==> src/rtl/lsu_mem_stage_pkg.sv <==
// Shared definitions for the memory-stage load/store unit: funct3 codes, FSM states,
// and byte-lane helpers used by the store path and the load extractor.
package lsu_mem_stage_pkg;

  localparam logic [2:0] F3_LB  = 3'b000;
  localparam logic [2:0] F3_LH  = 3'b001;
  localparam logic [2:0] F3_LW  = 3'b010;
  localparam logic [2:0] F3_LBU = 3'b100;
  localparam logic [2:0] F3_LHU = 3'b101;
  localparam logic [2:0] F3_SB  = 3'b000;
  localparam logic [2:0] F3_SH  = 3'b001;
  localparam logic [2:0] F3_SW  = 3'b010;

  typedef enum logic {IDLE, LOAD_CAP} state_t;

  function automatic logic f3_legal(input logic we, input logic [2:0] f3);
    if (we) return (f3 == F3_SB) || (f3 == F3_SH) || (f3 == F3_SW);
    return (f3 == F3_LB) || (f3 == F3_LH) || (f3 == F3_LW) ||
           (f3 == F3_LBU) || (f3 == F3_LHU);
  endfunction

  // f3[1:0] encodes the access size for every legal load and store
  function automatic logic misaligned(input logic [2:0] f3, input logic [1:0] off);
    case (f3[1:0])
      2'b01:   return off[0];
      2'b10:   return off != 2'b00;
      default: return 1'b0;
    endcase
  endfunction

  function automatic logic [1:0] align_off(input logic [2:0] f3, input logic [1:0] off);
    case (f3[1:0])
      2'b01:   return {off[1], 1'b0};
      2'b10:   return 2'b00;
      default: return off;
    endcase
  endfunction

  function automatic logic [3:0] byte_en(input logic [2:0] f3, input logic [1:0] off);
    case (f3[1:0])
      2'b00:   return 4'b0001 << off;
      2'b01:   return 4'b0011 << off;
      default: return 4'b1111;
    endcase
  endfunction

  function automatic logic [31:0] lane_data(input logic [2:0] f3, input logic [31:0] wdata);
    case (f3[1:0])
      2'b00:   return {4{wdata[7:0]}};
      2'b01:   return {2{wdata[15:0]}};
      default: return wdata;
    endcase
  endfunction

endpackage

==> src/rtl/lsu_mem_stage_if.sv <==
// Pipeline request/response and data-RAM port bundle for the load/store unit.
// The slave modport is the unit's view; master is the surrounding pipeline/RAM.
interface lsu_mem_stage_if #(
  parameter int ADDR_W  = 32,
  parameter int WORD_AW = 30
);
  logic               req_valid;
  logic               req_ready;
  logic               req_we;
  logic [2:0]         req_funct3;
  logic [ADDR_W-1:0]  req_addr;
  logic [31:0]        req_wdata;
  logic               rsp_valid;
  logic [31:0]        rsp_rdata;
  logic               rsp_err;
  logic               dmem_we;
  logic [3:0]         dmem_byteEnable;
  logic [WORD_AW-1:0] dmem_address;
  logic [31:0]        dmem_wd;
  logic [31:0]        dmem_rd;

  modport slave (
    input  req_valid, req_we, req_funct3, req_addr, req_wdata, dmem_rd,
    output req_ready, rsp_valid, rsp_rdata, rsp_err,
           dmem_we, dmem_byteEnable, dmem_address, dmem_wd
  );

  modport master (
    output req_valid, req_we, req_funct3, req_addr, req_wdata, dmem_rd,
    input  req_ready, rsp_valid, rsp_rdata, rsp_err,
           dmem_we, dmem_byteEnable, dmem_address, dmem_wd
  );
endinterface

==> src/rtl/lsu_mem_stage_load_extract.sv <==
// Selects the addressed byte/half/word from the RAM read word and sign/zero-extends it.
// Purely combinational; unknown funct3 yields zero.
module load_extract
  import lsu_mem_stage_pkg::*;
(
  input  logic [31:0] rd,
  input  logic [2:0]  funct3,
  input  logic [1:0]  off,
  output logic [31:0] result
);
  logic [7:0]  byte_sel;
  logic [15:0] half_sel;

  assign byte_sel = rd[{off, 3'b000} +: 8];
  assign half_sel = off[1] ? rd[31:16] : rd[15:0];

  always_comb begin
    result = 32'h0;
    case (funct3)
      F3_LB:   result = {{24{byte_sel[7]}}, byte_sel};
      F3_LBU:  result = {24'h0, byte_sel};
      F3_LH:   result = {{16{half_sel[15]}}, half_sel};
      F3_LHU:  result = {16'h0, half_sel};
      F3_LW:   result = rd;
      default: result = 32'h0;
    endcase
  end
endmodule

==> src/rtl/lsu_mem_stage.sv <==
// Memory-stage load/store unit in front of a word-addressed RAM with registered read.
// Define LSU_MISALIGN_TRAP_EN to trap misaligned half/word accesses instead of aligning them.
module lsu_mem_stage
  import lsu_mem_stage_pkg::*;
#(
  parameter int ADDR_W  = 32,
  parameter int WORD_AW = 30
) (
  input  logic          clk,
  input  logic          reset,
  lsu_mem_stage_if.slave bus
);
  state_t      state_reg, state_next;
  logic [2:0]  f3_reg;
  logic [1:0]  off_reg;
  logic        rsp_valid_reg, rsp_err_reg;
  logic [31:0] rsp_rdata_reg;
  logic [31:0] load_result;

  logic        accept, legal, err_req;
  logic [1:0]  off, eff_off;
  logic        do_store, do_load, do_err;

  assign off    = bus.req_addr[1:0];
  assign legal  = f3_legal(bus.req_we, bus.req_funct3);
  assign accept = bus.req_valid && (state_reg == IDLE);

`ifdef LSU_MISALIGN_TRAP_EN
  assign err_req = !legal || misaligned(bus.req_funct3, off);
  assign eff_off = off;
`else
  // Misaligned halves/words silently snap to their natural boundary
  assign err_req = !legal;
  assign eff_off = align_off(bus.req_funct3, off);
`endif

  always_comb begin
    state_next          = state_reg;
    bus.dmem_we         = 1'b0;
    bus.dmem_byteEnable = 4'b0000;
    do_store            = 1'b0;
    do_load             = 1'b0;
    do_err              = 1'b0;
    case (state_reg)
      IDLE: begin
        if (accept) begin
          if (err_req) begin
            do_err = 1'b1;
          end else if (bus.req_we) begin
            bus.dmem_we         = 1'b1;
            bus.dmem_byteEnable = byte_en(bus.req_funct3, eff_off);
            do_store            = 1'b1;
          end else begin
            do_load    = 1'b1;
            state_next = LOAD_CAP;
          end
        end
      end
      LOAD_CAP: state_next = IDLE;
      default:  state_next = IDLE;
    endcase
  end

  assign bus.req_ready    = (state_reg == IDLE);
  assign bus.dmem_address = bus.req_addr[ADDR_W-1:ADDR_W-WORD_AW];
  assign bus.dmem_wd      = lane_data(bus.req_funct3, bus.req_wdata);

  load_extract u_load_extract (
    .rd     (bus.dmem_rd),
    .funct3 (f3_reg),
    .off    (off_reg),
    .result (load_result)
  );

  always_ff @(posedge clk) begin
    if (reset) begin
      state_reg     <= IDLE;
      f3_reg        <= 3'b000;
      off_reg       <= 2'b00;
      rsp_valid_reg <= 1'b0;
      rsp_rdata_reg <= 32'h0;
      rsp_err_reg   <= 1'b0;
    end else begin
      state_reg     <= state_next;
      rsp_valid_reg <= 1'b0;
      if (do_load) begin
        f3_reg  <= bus.req_funct3;
        off_reg <= eff_off;
      end
      // Response data holds between pulses; only a completing op overwrites it
      if (state_reg == LOAD_CAP) begin
        rsp_valid_reg <= 1'b1;
        rsp_rdata_reg <= load_result;
        rsp_err_reg   <= 1'b0;
      end else if (do_store || do_err) begin
        rsp_valid_reg <= 1'b1;
        rsp_rdata_reg <= 32'h0;
        rsp_err_reg   <= do_err;
      end
    end
  end

  assign bus.rsp_valid = rsp_valid_reg;
  assign bus.rsp_rdata = rsp_rdata_reg;
  assign bus.rsp_err   = rsp_err_reg;
endmodule

==> src/flat_wrapper.sv <==
// flat-port wrapper written by rule: the top's interface ports become plain ports
module lsu_mem_stage_flat import lsu_mem_stage_pkg::*;
#(
  parameter int ADDR_W  = 32,
  parameter int WORD_AW = 30
)
  (clk, reset, bus_req_valid, bus_req_we, bus_req_funct3, bus_req_addr, bus_req_wdata, bus_dmem_rd, bus_req_ready, bus_rsp_valid, bus_rsp_rdata, bus_rsp_err, bus_dmem_we, bus_dmem_byteEnable, bus_dmem_address, bus_dmem_wd);
  lsu_mem_stage_if #(.ADDR_W(ADDR_W), .WORD_AW(WORD_AW)) bus_i ();
  input  logic clk;
  input  logic reset;
  input wire logic [$bits(bus_i.req_valid)-1:0] bus_req_valid;
  input wire logic [$bits(bus_i.req_we)-1:0] bus_req_we;
  input wire logic [$bits(bus_i.req_funct3)-1:0] bus_req_funct3;
  input wire logic [$bits(bus_i.req_addr)-1:0] bus_req_addr;
  input wire logic [$bits(bus_i.req_wdata)-1:0] bus_req_wdata;
  input wire logic [$bits(bus_i.dmem_rd)-1:0] bus_dmem_rd;
  output wire logic [$bits(bus_i.req_ready)-1:0] bus_req_ready;
  output wire logic [$bits(bus_i.rsp_valid)-1:0] bus_rsp_valid;
  output wire logic [$bits(bus_i.rsp_rdata)-1:0] bus_rsp_rdata;
  output wire logic [$bits(bus_i.rsp_err)-1:0] bus_rsp_err;
  output wire logic [$bits(bus_i.dmem_we)-1:0] bus_dmem_we;
  output wire logic [$bits(bus_i.dmem_byteEnable)-1:0] bus_dmem_byteEnable;
  output wire logic [$bits(bus_i.dmem_address)-1:0] bus_dmem_address;
  output wire logic [$bits(bus_i.dmem_wd)-1:0] bus_dmem_wd;
  assign bus_i.req_valid = bus_req_valid;
  assign bus_i.req_we = bus_req_we;
  assign bus_i.req_funct3 = bus_req_funct3;
  assign bus_i.req_addr = bus_req_addr;
  assign bus_i.req_wdata = bus_req_wdata;
  assign bus_i.dmem_rd = bus_dmem_rd;
  assign bus_req_ready = bus_i.req_ready;
  assign bus_rsp_valid = bus_i.rsp_valid;
  assign bus_rsp_rdata = bus_i.rsp_rdata;
  assign bus_rsp_err = bus_i.rsp_err;
  assign bus_dmem_we = bus_i.dmem_we;
  assign bus_dmem_byteEnable = bus_i.dmem_byteEnable;
  assign bus_dmem_address = bus_i.dmem_address;
  assign bus_dmem_wd = bus_i.dmem_wd;
  lsu_mem_stage #(.ADDR_W(ADDR_W), .WORD_AW(WORD_AW)) u_core (.clk(clk), .reset(reset), .bus(bus_i));
endmodule
==> config.mk <==
export PLATFORM = sky130hd
export DESIGN_NAME = lsu_mem_stage_flat
export DESIGN_NICKNAME = d
export VERILOG_FILES = /design/src/rtl/lsu_mem_stage_pkg.sv /design/src/rtl/lsu_mem_stage_if.sv /design/src/rtl/lsu_mem_stage_load_extract.sv /design/src/rtl/lsu_mem_stage.sv /design/src/flat_wrapper.sv
export SDC_FILE = /design/constraint.sdc
export NUM_CORES = 1
export LEC_CHECK = 0
export CORE_ASPECT_RATIO = 1.2
export CORE_MARGIN = 8
export CORE_UTILIZATION = 31
export DETAILED_ROUTE_END_ITERATION = 8
export HOLD_SLACK_MARGIN = 0.15
export PLACE_DENSITY = 0.87
export SLEW_MARGIN = 10
export SYNTH_ARGS = -nofsm -noshare
export SYNTH_HDL_FRONTEND = slang
export SYNTH_SLANG_ARGS = --single-unit
export TNS_END_PERCENT = 100
==> constraint.sdc <==
create_clock -name clk -period 2.7 [get_ports clk]
set_input_delay 0.675 -clock clk [delete_from_list [all_inputs] [get_ports clk]]
set_output_delay 0.675 -clock clk [all_outputs]
set_load 0.01 [all_outputs]
# == After elaboration in Yosys (flattened, before gate mapping) ==
# Cells that the tools add are included.
# totals
regBits,40
inputBits,103
output_inout_bits,102
word_cells,58
# classes
n_eq_ne,10
shifts,3
n_mux,27
bitwise_logic,1
n_reduce_logical,11
# ops
operator,count
$pmux 32 s5,1
$mux 32,2
$pmux 32 s2,1
$shiftx 32x6->8,1
$mux 16,1
$mux 4,4
$mux 1,15
$eq 3x3->1 const B,4
$pmux 4 s2,1
$eq 3x1->1 const B,2
$eq 3x2->1 const B,2
$logic_not 3->1,2
$logic_or 1x1->1,5
$pmux 2 s2,1
$shl 1x2->4 const A,1
$shl 2x2->4 const A,1
$eq 2x1->1 const B,1
$eq 2x2->1 const B,1
$logic_not 2->1,1
$pmux 1 s2,1
$reduce_bool 2->1,1
$reduce_or 2->1,1
$logic_and 1x1->1,1
$not 1->1,1

# == Logic depth before layout (Yosys ltp) ==
# Gate-level depths: netlist of the first run.
# depth
depth_word,12
mapped_depth,7
ltp_nobuf,6

# == By module ==
# Synthesis of the first run repeated with hierarchy kept, for this count alone.
# unflattened
cells_unflattened,352
area_unflattened_um2,3029.2
# by_module_without_submodules
mod,instances,cells_each,area_per_inst_um2,seq_area_each_um2
lsu_mem_stage,1,243,2217.1,800.8
load_extract,1,109,812.0,0.0

# == Least setup slack after synthesis of the first run ==
# Ideal clock, no wire load.
# synth_path
path_type,input port to output port
start,input port bus_req_funct3[1]
end,output port bus_dmem_byteEnable[0]
arrival_ps,2047
required_ps,2025
setup_slack_ps,-22
stages,6
path_buffers,0
cell_sequence,clkinv_1 ha_1 o21ai_1 o22a_1 or3_1 a21oi_1
# synth_via
elab_chain_len,9
# synth_lines
item,line_no,rtl
from (decl),flat_wrapper.sv:13,input wire logic [$bits(bus_i.req_funct3)-1:0] bus_req_funct3;
branches (longest 6 deep; another with $shl 2x2->4),n/a,
$mux 4 (*),lsu_mem_stage.sv:47,if (err_req) begin
$mux 4 (*),lsu_mem_stage.sv:46,if (accept) begin
$mux 4 (*),lsu_mem_stage.sv:44,case (state_reg)
to (decl),flat_wrapper.sv:22,output wire logic [$bits(bus_i.dmem_byteEnable)-1:0] bus_dmem_byteEnable;
# Mark *: on every way between the ends. The select of a mux whose other input is x is not followed.

# == Worst setup path after layout of the first run ==
# layout_path
start,input port bus_req_funct3[1]
end,output port bus_dmem_byteEnable[2]
# Same word-level chain as after synthesis.

==> flow_metrics.env, run 1 <==
export IMPL_synth_seq_cells=40
export IMPL_maxSlewHeadroom_pct=52.53
export IMPL_regArea_um2=800.8
export IMPL_hold_viol_final=0
export IMPL_die_y_um=118.0
export IMPL_setup_violations=0
export IMPL_vias=3125
export IMPL_synth_commonest_cells="58 x nand2_1, 40 x dfxtp_1, 38 x buf_4"
export IMPL_yosysSeqAreaShare_pct=29.82
export IMPL_rsz0062_at_grt="no"
export IMPL_holdWs_ns=0.4642
export IMPL_grt_pass1_wl_um=16410
export IMPL_cts_buffers=5
export IMPL_clk_pin_slew_ns=0.08
export IMPL_synth_edf_count=0
export IMPL_hold_path_class="reg -> reg"
export IMPL_min_from="u_core.bus.rsp_rdata[2]"
export IMPL_wl_per_cell_um=17.88
export IMPL_largest_reg_flops=32
export IMPL_synthDistinctLibCells=42
export IMPL_routed_via_density=5.351
export IMPL_syn_inst=347
export IMPL_period_needed_ns=2.640
export IMPL_holdBufCountCts=0
export IMPL_route_detailed_drc=0
export IMPL_netlist_top_cell_by_area="dfxtp_1"
export IMPL_worst_setup_path_type="in -> out"
export IMPL_crit_path_start="bus_req_funct3[1]"
export IMPL_gr_total_overflow=0
export IMPL_cp_end_kind="output pin"
export IMPL_maxCapViolations=0
export IMPL_synth_area_leaders="dfxtp_1 30%, buf_4 11%, o2bb2ai_1 10%, nand2_1 8.1%, a21oi_1 6.0%"
export IMPL_m1WireLength_um=3965
export IMPL_die_w_um=101.0
export IMPL_core_um2=8518
export IMPL_grt_usage_pct=16.84
export IMPL_fin_worst_skew_ns=0.01020
export IMPL_irDropWorstVdd_mv=0.2578
export IMPL_cts_root_buf="clkbuf_8"
export IMPL_ys_flop_type="dfxtp_1"
export IMPL_clk_latency_ns=0.30
export IMPL_grt_pass1_vias=3288
export IMPL_post_route_period_util_pct=97.78
export IMPL_wl_um=10440
export IMPL_io_buffers=144
export IMPL_highest_layer="met4"
export IMPL_crit_required_ns=2.03
export IMPL_critPathLaunchType="input port"
export IMPL_h_tree_depth=2
export IMPL_p_leak_nw=1.671
export IMPL_nets=573
export IMPL_powerDensity_nw_per_um2=379.6
export IMPL_status="finished, final reports clean"
export IMPL_ctsLongestPathBuffers=2
export IMPL_placementRows=37
export IMPL_r2r_start="u_core.f3_reg[1]"
export IMPL_yosysWarnings=0
export IMPL_critPathMaxFanout=5
export IMPL_yosysMostFrequentCell="nand2_1"
export IMPL_dp_slack_ns=-0.8348
export IMPL_synth_top_cell_area_share_pct=29.82
export IMPL_fillCellCount=808
export IMPL_drive_above_1_share_pct=15.20
export IMPL_grt_max_degree=24
export IMPL_dp_final_hpwl_um=8255
export IMPL_firstDrtPassIters=4
export IMPL_multi_input_area_um2=1560
export IMPL_postLayoutSetupSlackWorst_ns=0.05999
export IMPL_io_pins=205
export IMPL_cts_sinks=40
export IMPL_place_gp_congestion=0.8573
export IMPL_tightest_slew_ns=0.7111
export IMPL_slew_viol_final=0
export IMPL_diodes=0
export IMPL_critPathArrivalTime_ns=1.97
export IMPL_wl_met2_um=5085
export IMPL_syn_nets=454
export IMPL_cts_tree="built"
export IMPL_fmax_ghz=0.3788
export IMPL_area_growth_pct=58.48
export IMPL_netlist_area_um2=2685
export IMPL_initial_utilization_pct=31.52
export IMPL_postSynthAreaPerCell_um2=7.738
export IMPL_wl_met3_um=1067
export IMPL_drt_initial_drc_count=161
export IMPL_antenna_found_initial=0
export IMPL_synthArstFlopShare_pct=0
export IMPL_ant_nets=0
export IMPL_die_area_um2=11910
==> stage by stage <==
stage,cells,util [%],power [mW],area [µm²],TNS (ns)
detailed placement,570,47.96,1.128,4085,-25.37
floorplan,347,-,0.8794,2685,-0.08895
global route,584,49.96,1.693,4255,0
finish,584,49.96,1.615,4255,0
global placement,570,47.96,1.116,4085,-21.02
CTS,583,49.41,1.611,4209,0
==> worst paths after layout <==
| check | cells after the start | slack (ns) | to |
|---|---|---|---|
| min reg2reg | 1 | 0.46 | u_core.bus.rsp_rdata[2] |
| max | 7 | 0.06 | bus_dmem_byteEnable[2] |
| max reg2reg | 5 | 0.82 | u_core.bus.rsp_rdata[4] |
| min | 1 | 0.46 | u_core.bus.rsp_rdata[2] |
==> layout by cell type, fill, tap and decap left out, drive strengths merged, types with 2 or more instances in the layout <==
cell	netlist	final
nand2b	9	9
nor2b	4	4
clkbuf	15	6
a22o	8	8
ha	4	4
a221oi	8	8
o22ai	3	3
nand3b	2	2
mux2i	2	2
buf	46	44
dfxtp	40	40
or2	2	2
o211ai	2	2
o2bb2ai	31	31
nand2	58	58
o21bai	2	2
clkdlybuf4s50	0	111
inv	6	6
or4b	2	2
a21oi	32	32
nor3	4	4
nor3b	2	2
clkinv	1	3
dlygate4sd2	0	16
or3	2	2
a22oi	16	16
o21ai	19	19
nor2	7	7
nand3	11	11
==> worst max-delay path, stage by stage <==
cell and delay (ns):
buf_4 0.14, buf_4 0.13, nor2b_1 0.14, o22a_1 0.22
or3_4 0.41, a21oi_1 0.11, buf_2 0.14
==> per-layer routing <==
metal / vias up / global-route usage (%)
li1: 1473 / -
met1: 1444 / 17.43
met2: 174 / 28.71
met3: 34 / 7.041
met4: 0 / 7.470
met5: - / 0
==> layout make-up <==
type / instances / area share [%]
repair buffers: 173 / 37.55
flip-flops and latches: 40 / 18.82
clock inverters: 3 / 1.117
well taps: 117 / 3.440
clock buffers: 5 / 1.617
inverters: 7 / 0.7939
multi-input cells: 239 / 36.67
==> power by group <==
part           switching (mW)  leakage [nW]  internal [mW]  total, mW
clock                   0.221        0.0583          0.278      0.499
sequential             0.0130         0.324          0.602      0.615
combinational           0.236          1.29          0.266      0.501
total                   0.469          1.67           1.15       1.62
==> cell families after synthesis <==
kind of cell | count (synthesis) | share of synthesized area (%)
multiplexers | 2 | 0.7456
buffers and inverters | 68 | 15.10
flip-flops | 40 | 29.82
AND/OR/NAND/NOR | 105 | 18.59
AO/OA/AOI/OAI | 128 | 33.88
adder cells (fa/ha/maj) | 4 | 1.864
==> repair_timing <==
item | 4_1_cts | 5_1_grt
buffers inserted | 5 | 1
gates cloned | 0 | 0
pin swaps | 3 | 3
endpoints found under the hold margin | 0 | 0
gates resized for setup | 95 | 17
setup endpoints to repair | 29 | 24
Note: power is estimated with default switching activity, not from simulation.
==> run 2: changes to the inputs <==
--- a/config.mk
+++ b/config.mk
@@ -5,12 +5,14 @@
 export SDC_FILE = /design/constraint.sdc
 export NUM_CORES = 1
 export LEC_CHECK = 0
+export ABC_AREA = 1
+export ABC_CLOCK_PERIOD_IN_PS = 2700
 export CORE_ASPECT_RATIO = 1.2
 export CORE_MARGIN = 8
-export CORE_UTILIZATION = 31
+export CORE_UTILIZATION = 34
 export DETAILED_ROUTE_END_ITERATION = 8
 export HOLD_SLACK_MARGIN = 0.15
-export PLACE_DENSITY = 0.87
+export PLACE_DENSITY = 0.88
 export SLEW_MARGIN = 10
 export SYNTH_ARGS = -nofsm -noshare
 export SYNTH_HDL_FRONTEND = slang
==> flow_metrics.env, run 2 <==
export IMPL_irDropWorstVdd_mv=0.2257
export IMPL_gr_total_overflow=0
export IMPL_drive_above_1_share_pct=14.33
export IMPL_placed_area_um2=4634
export IMPL_crit_required_ns=2.03
export IMPL_synth_area_leaders="dfxtp_1 25%, nand2_1 21%, buf_4 10%, nand3_1 8.2%, inv_1 6.3%"
export IMPL_die_area_um2=12860
export IMPL_holdWs_ns=0.4641
export IMPL_drt_initial_drc_count=175
export IMPL_cts_tree="built"
export IMPL_synthDistinctLibCells=24
export IMPL_path_cells="dlygate4sd2_1 > inv_2 > buf_4 > ha_1 > o21ai_4 > nor2_4 > buf_4 > dlygate4sd2_1"
export IMPL_tightest_slew_ns=0.6853
export IMPL_cts_buffers=5
export IMPL_fillCellCount=917
export IMPL_cp_slowest_cell="dlygate4sd2_1"
export IMPL_io_buffers=144
export IMPL_io_pins=205
export IMPL_netlist_top_cell_by_area="dfxtp_1"
export IMPL_ctsLongestPathBuffers=2
export IMPL_rr_worst_depth=7
export IMPL_fmax_ghz=0.3794
export IMPL_rsz0062_at_grt="yes"
export IMPL_p_leak_nw=2.161
export IMPL_placementRows=39
export IMPL_slowest_delay_ns=0.28
export IMPL_synth_commonest_cells="183 x nand2_1, 54 x inv_1, 53 x nand3_1"
export IMPL_cts_root_buf="clkbuf_16"
export IMPL_holdPathStages=2
export IMPL_firstDrtPassIters=5
export IMPL_synthArstFlopShare_pct=0
export IMPL_final_cells=780
export IMPL_syn_inst=537
export IMPL_ys_flop_type="dfxtp_1"
export IMPL_post_route_period_util_pct=97.62
export IMPL_setup_tns_ns=0
export IMPL_hold_path_class="reg -> reg"
export IMPL_powerDensity_nw_per_um2=400.0
export IMPL_fin_worst_skew_ns=0.003671
export IMPL_yosysMostFrequentCell="nand2_1"
export IMPL_p_sw_share_pct=29.49
export IMPL_antenna_found_initial=1
export IMPL_wl_um=11560
export IMPL_yosysWarnings=0
export IMPL_ant_nets=0
export IMPL_vias=3828
export IMPL_fin_area_um2=4762
export IMPL_cp_buffers_inverters=5
export IMPL_p_int_mw=1.343
export IMPL_pwr_share_comb_pct=30.5
export IMPL_yosysSeqAreaShare_pct=24.85
export IMPL_maxSlewHeadroom_pct=54.25
export IMPL_area_growth_pct=47.81
export IMPL_dp_final_hpwl_um=9191
export IMPL_cp_top_family="buffers and inverters"
export IMPL_critPathLaunchType="input port"
export IMPL_nets=762
export IMPL_final_cell_mix="182 x nand2_1, 113 x clkdlybuf4s50_1, 53 x nand3_1"
export IMPL_period_needed_ns=2.636
export IMPL_slew_viol_final=0
export IMPL_power_frac_clock_pct=36.9
export IMPL_die_y_um=122.6
export IMPL_grt_usage_pct=17.47
export IMPL_wl_per_cell_um=14.82
export IMPL_largest_reg_flops=32
export IMPL_h_tree_depth=2
export IMPL_clk_latency_ns=0.28
export IMPL_grt_pass1_wl_um=18220
export IMPL_cp_end_kind="output pin"
export IMPL_die_w_um=104.9
export IMPL_routed_via_density=4.908
export IMPL_final_common_cell="nand2_1"
export IMPL_place_gp_congestion=0.9035
export IMPL_dp_slack_ns=-0.6528
export IMPL_status="finished, final reports clean"
export IMPL_hold_viol_final=0
export IMPL_cts_sinks=40
export IMPL_netlist_area_um2=3222
export IMPL_initial_utilization_pct=34.39
export IMPL_maxCapViolations=0
export IMPL_grt_pass1_vias=3873
export IMPL_critPathArrivalTime_ns=1.96
export IMPL_route_detailed_drc=0
export IMPL_worst_setup_path_type="in -> out"
export IMPL_power_mw=1.905
export IMPL_dp_cells=771
export IMPL_postLayoutSetupSlackWorst_ns=0.06435
export IMPL_postSynthAreaPerCell_um2=6.000
export IMPL_syn_nets=644
export IMPL_core_um2=9369
export IMPL_postLayoutCoreUtil_pct=50.83
export IMPL_synth_top_cell_area_share_pct=24.85
export IMPL_p_sw_mw=0.5618
export IMPL_clk_pin_slew_ns=0.06
export IMPL_setup_violations=0
export IMPL_synth_seq_cells=40
export IMPL_synth_edf_count=0
export IMPL_holdBufCountCts=0
export IMPL_critPathMaxFanout=4
export IMPL_crit_cells=8
export IMPL_grt_max_degree=36
export IMPL_seqPwrFrac_pct=32.6
-- run 2: changes by cell type in the layout (fill, tap and decap cells not counted), moves of 13 or more --
cell / previous run / this run
clkbuf_2: 1 / 15
nor2_1: 6 / 36
o21ai_0: 17 / 31
o2bb2ai_1: 31 / 0
a22oi_1: 16 / 0
buf_2: 13 / 0
inv_1: 4 / 51
nand2_1: 58 / 182
nand3_1: 11 / 53
-- run 2: worst register-to-register path: stages, from the launching register on --
cell and delay (ns):
dfxtp_1 0.76, inv_2 0.12, nand2_1 0.13, nor2_1 0.06, nand2_2 0.36, nand2_1 0.09
nand2_1 0.10, a21oi_1 0.07
-- run 2: cells by family after synthesis --
| kind of cell | Yosys count | share of synthesized area [%] |
|---|---|---|
| simple gates | 289 | 38.41 |
| buf+inv | 124 | 21.13 |
| compound gates | 80 | 14.06 |
| flops | 40 | 24.85 |
| fa+ha+maj | 4 | 1.553 |
-- run 2: area by class of cell --
class | instances | area (µm²) | area share (%)
Antenna cell | 1 | 2.502 | 0.05255
Clock buffer | 6 | 138.9 | 2.916
Clock inverter | 2 | 38.79 | 0.8145
Inverter | 60 | 227.7 | 4.782
Multi-Input combinational cell | 373 | 1775 | 37.28
Sequential cell | 40 | 800.8 | 16.82
Tap cell | 123 | 153.9 | 3.232
Timing Repair Buffer | 175 | 1624 | 34.10
-- run 2: power groups by stage --
stage / clock (mW) / sequential [mW] / combinational, mW
2_1_floorplan: 0 / 0.632 / 0.343
3_3_place_gp: 0 / 0.633 / 0.596
3_5_place_dp: 0 / 0.633 / 0.600
4_1_cts: 0.707 / 0.621 / 0.587
5_1_grt: 0.735 / 0.623 / 0.639
6_report: 0.702 / 0.621 / 0.582
-- run 2: final timing paths --
kind	start	end	slack, ns
max reg2reg	u_core.f3_reg[1]	u_core.bus.rsp_rdata[24]	0.87
min	u_core.bus.rsp_err	u_core.bus.rsp_err	0.46
max	bus_req_funct3[0]	bus_dmem_we	0.06
min reg2reg	u_core.bus.rsp_err	u_core.bus.rsp_err	0.46
-- run 2: metal layers --
metal / track usage, % / share of wire (%) / vias up
met5: 0 / 0 / -
li1: - / - / 1872
met4: 8.579 / 3.1 / 0
met3: 6.408 / 9.6 / 33
met1: 18.21 / 39 / 1747
met2: 30.65 / 48 / 176
-- run 2: what timing repair did --
action,in CTS,in global routing
endpoints found under the hold margin,0,0
endpoints found under the setup margin,29,20
cloned,0,0
resized for setup,47,38
pin swaps,1,0
buffers inserted,0,0
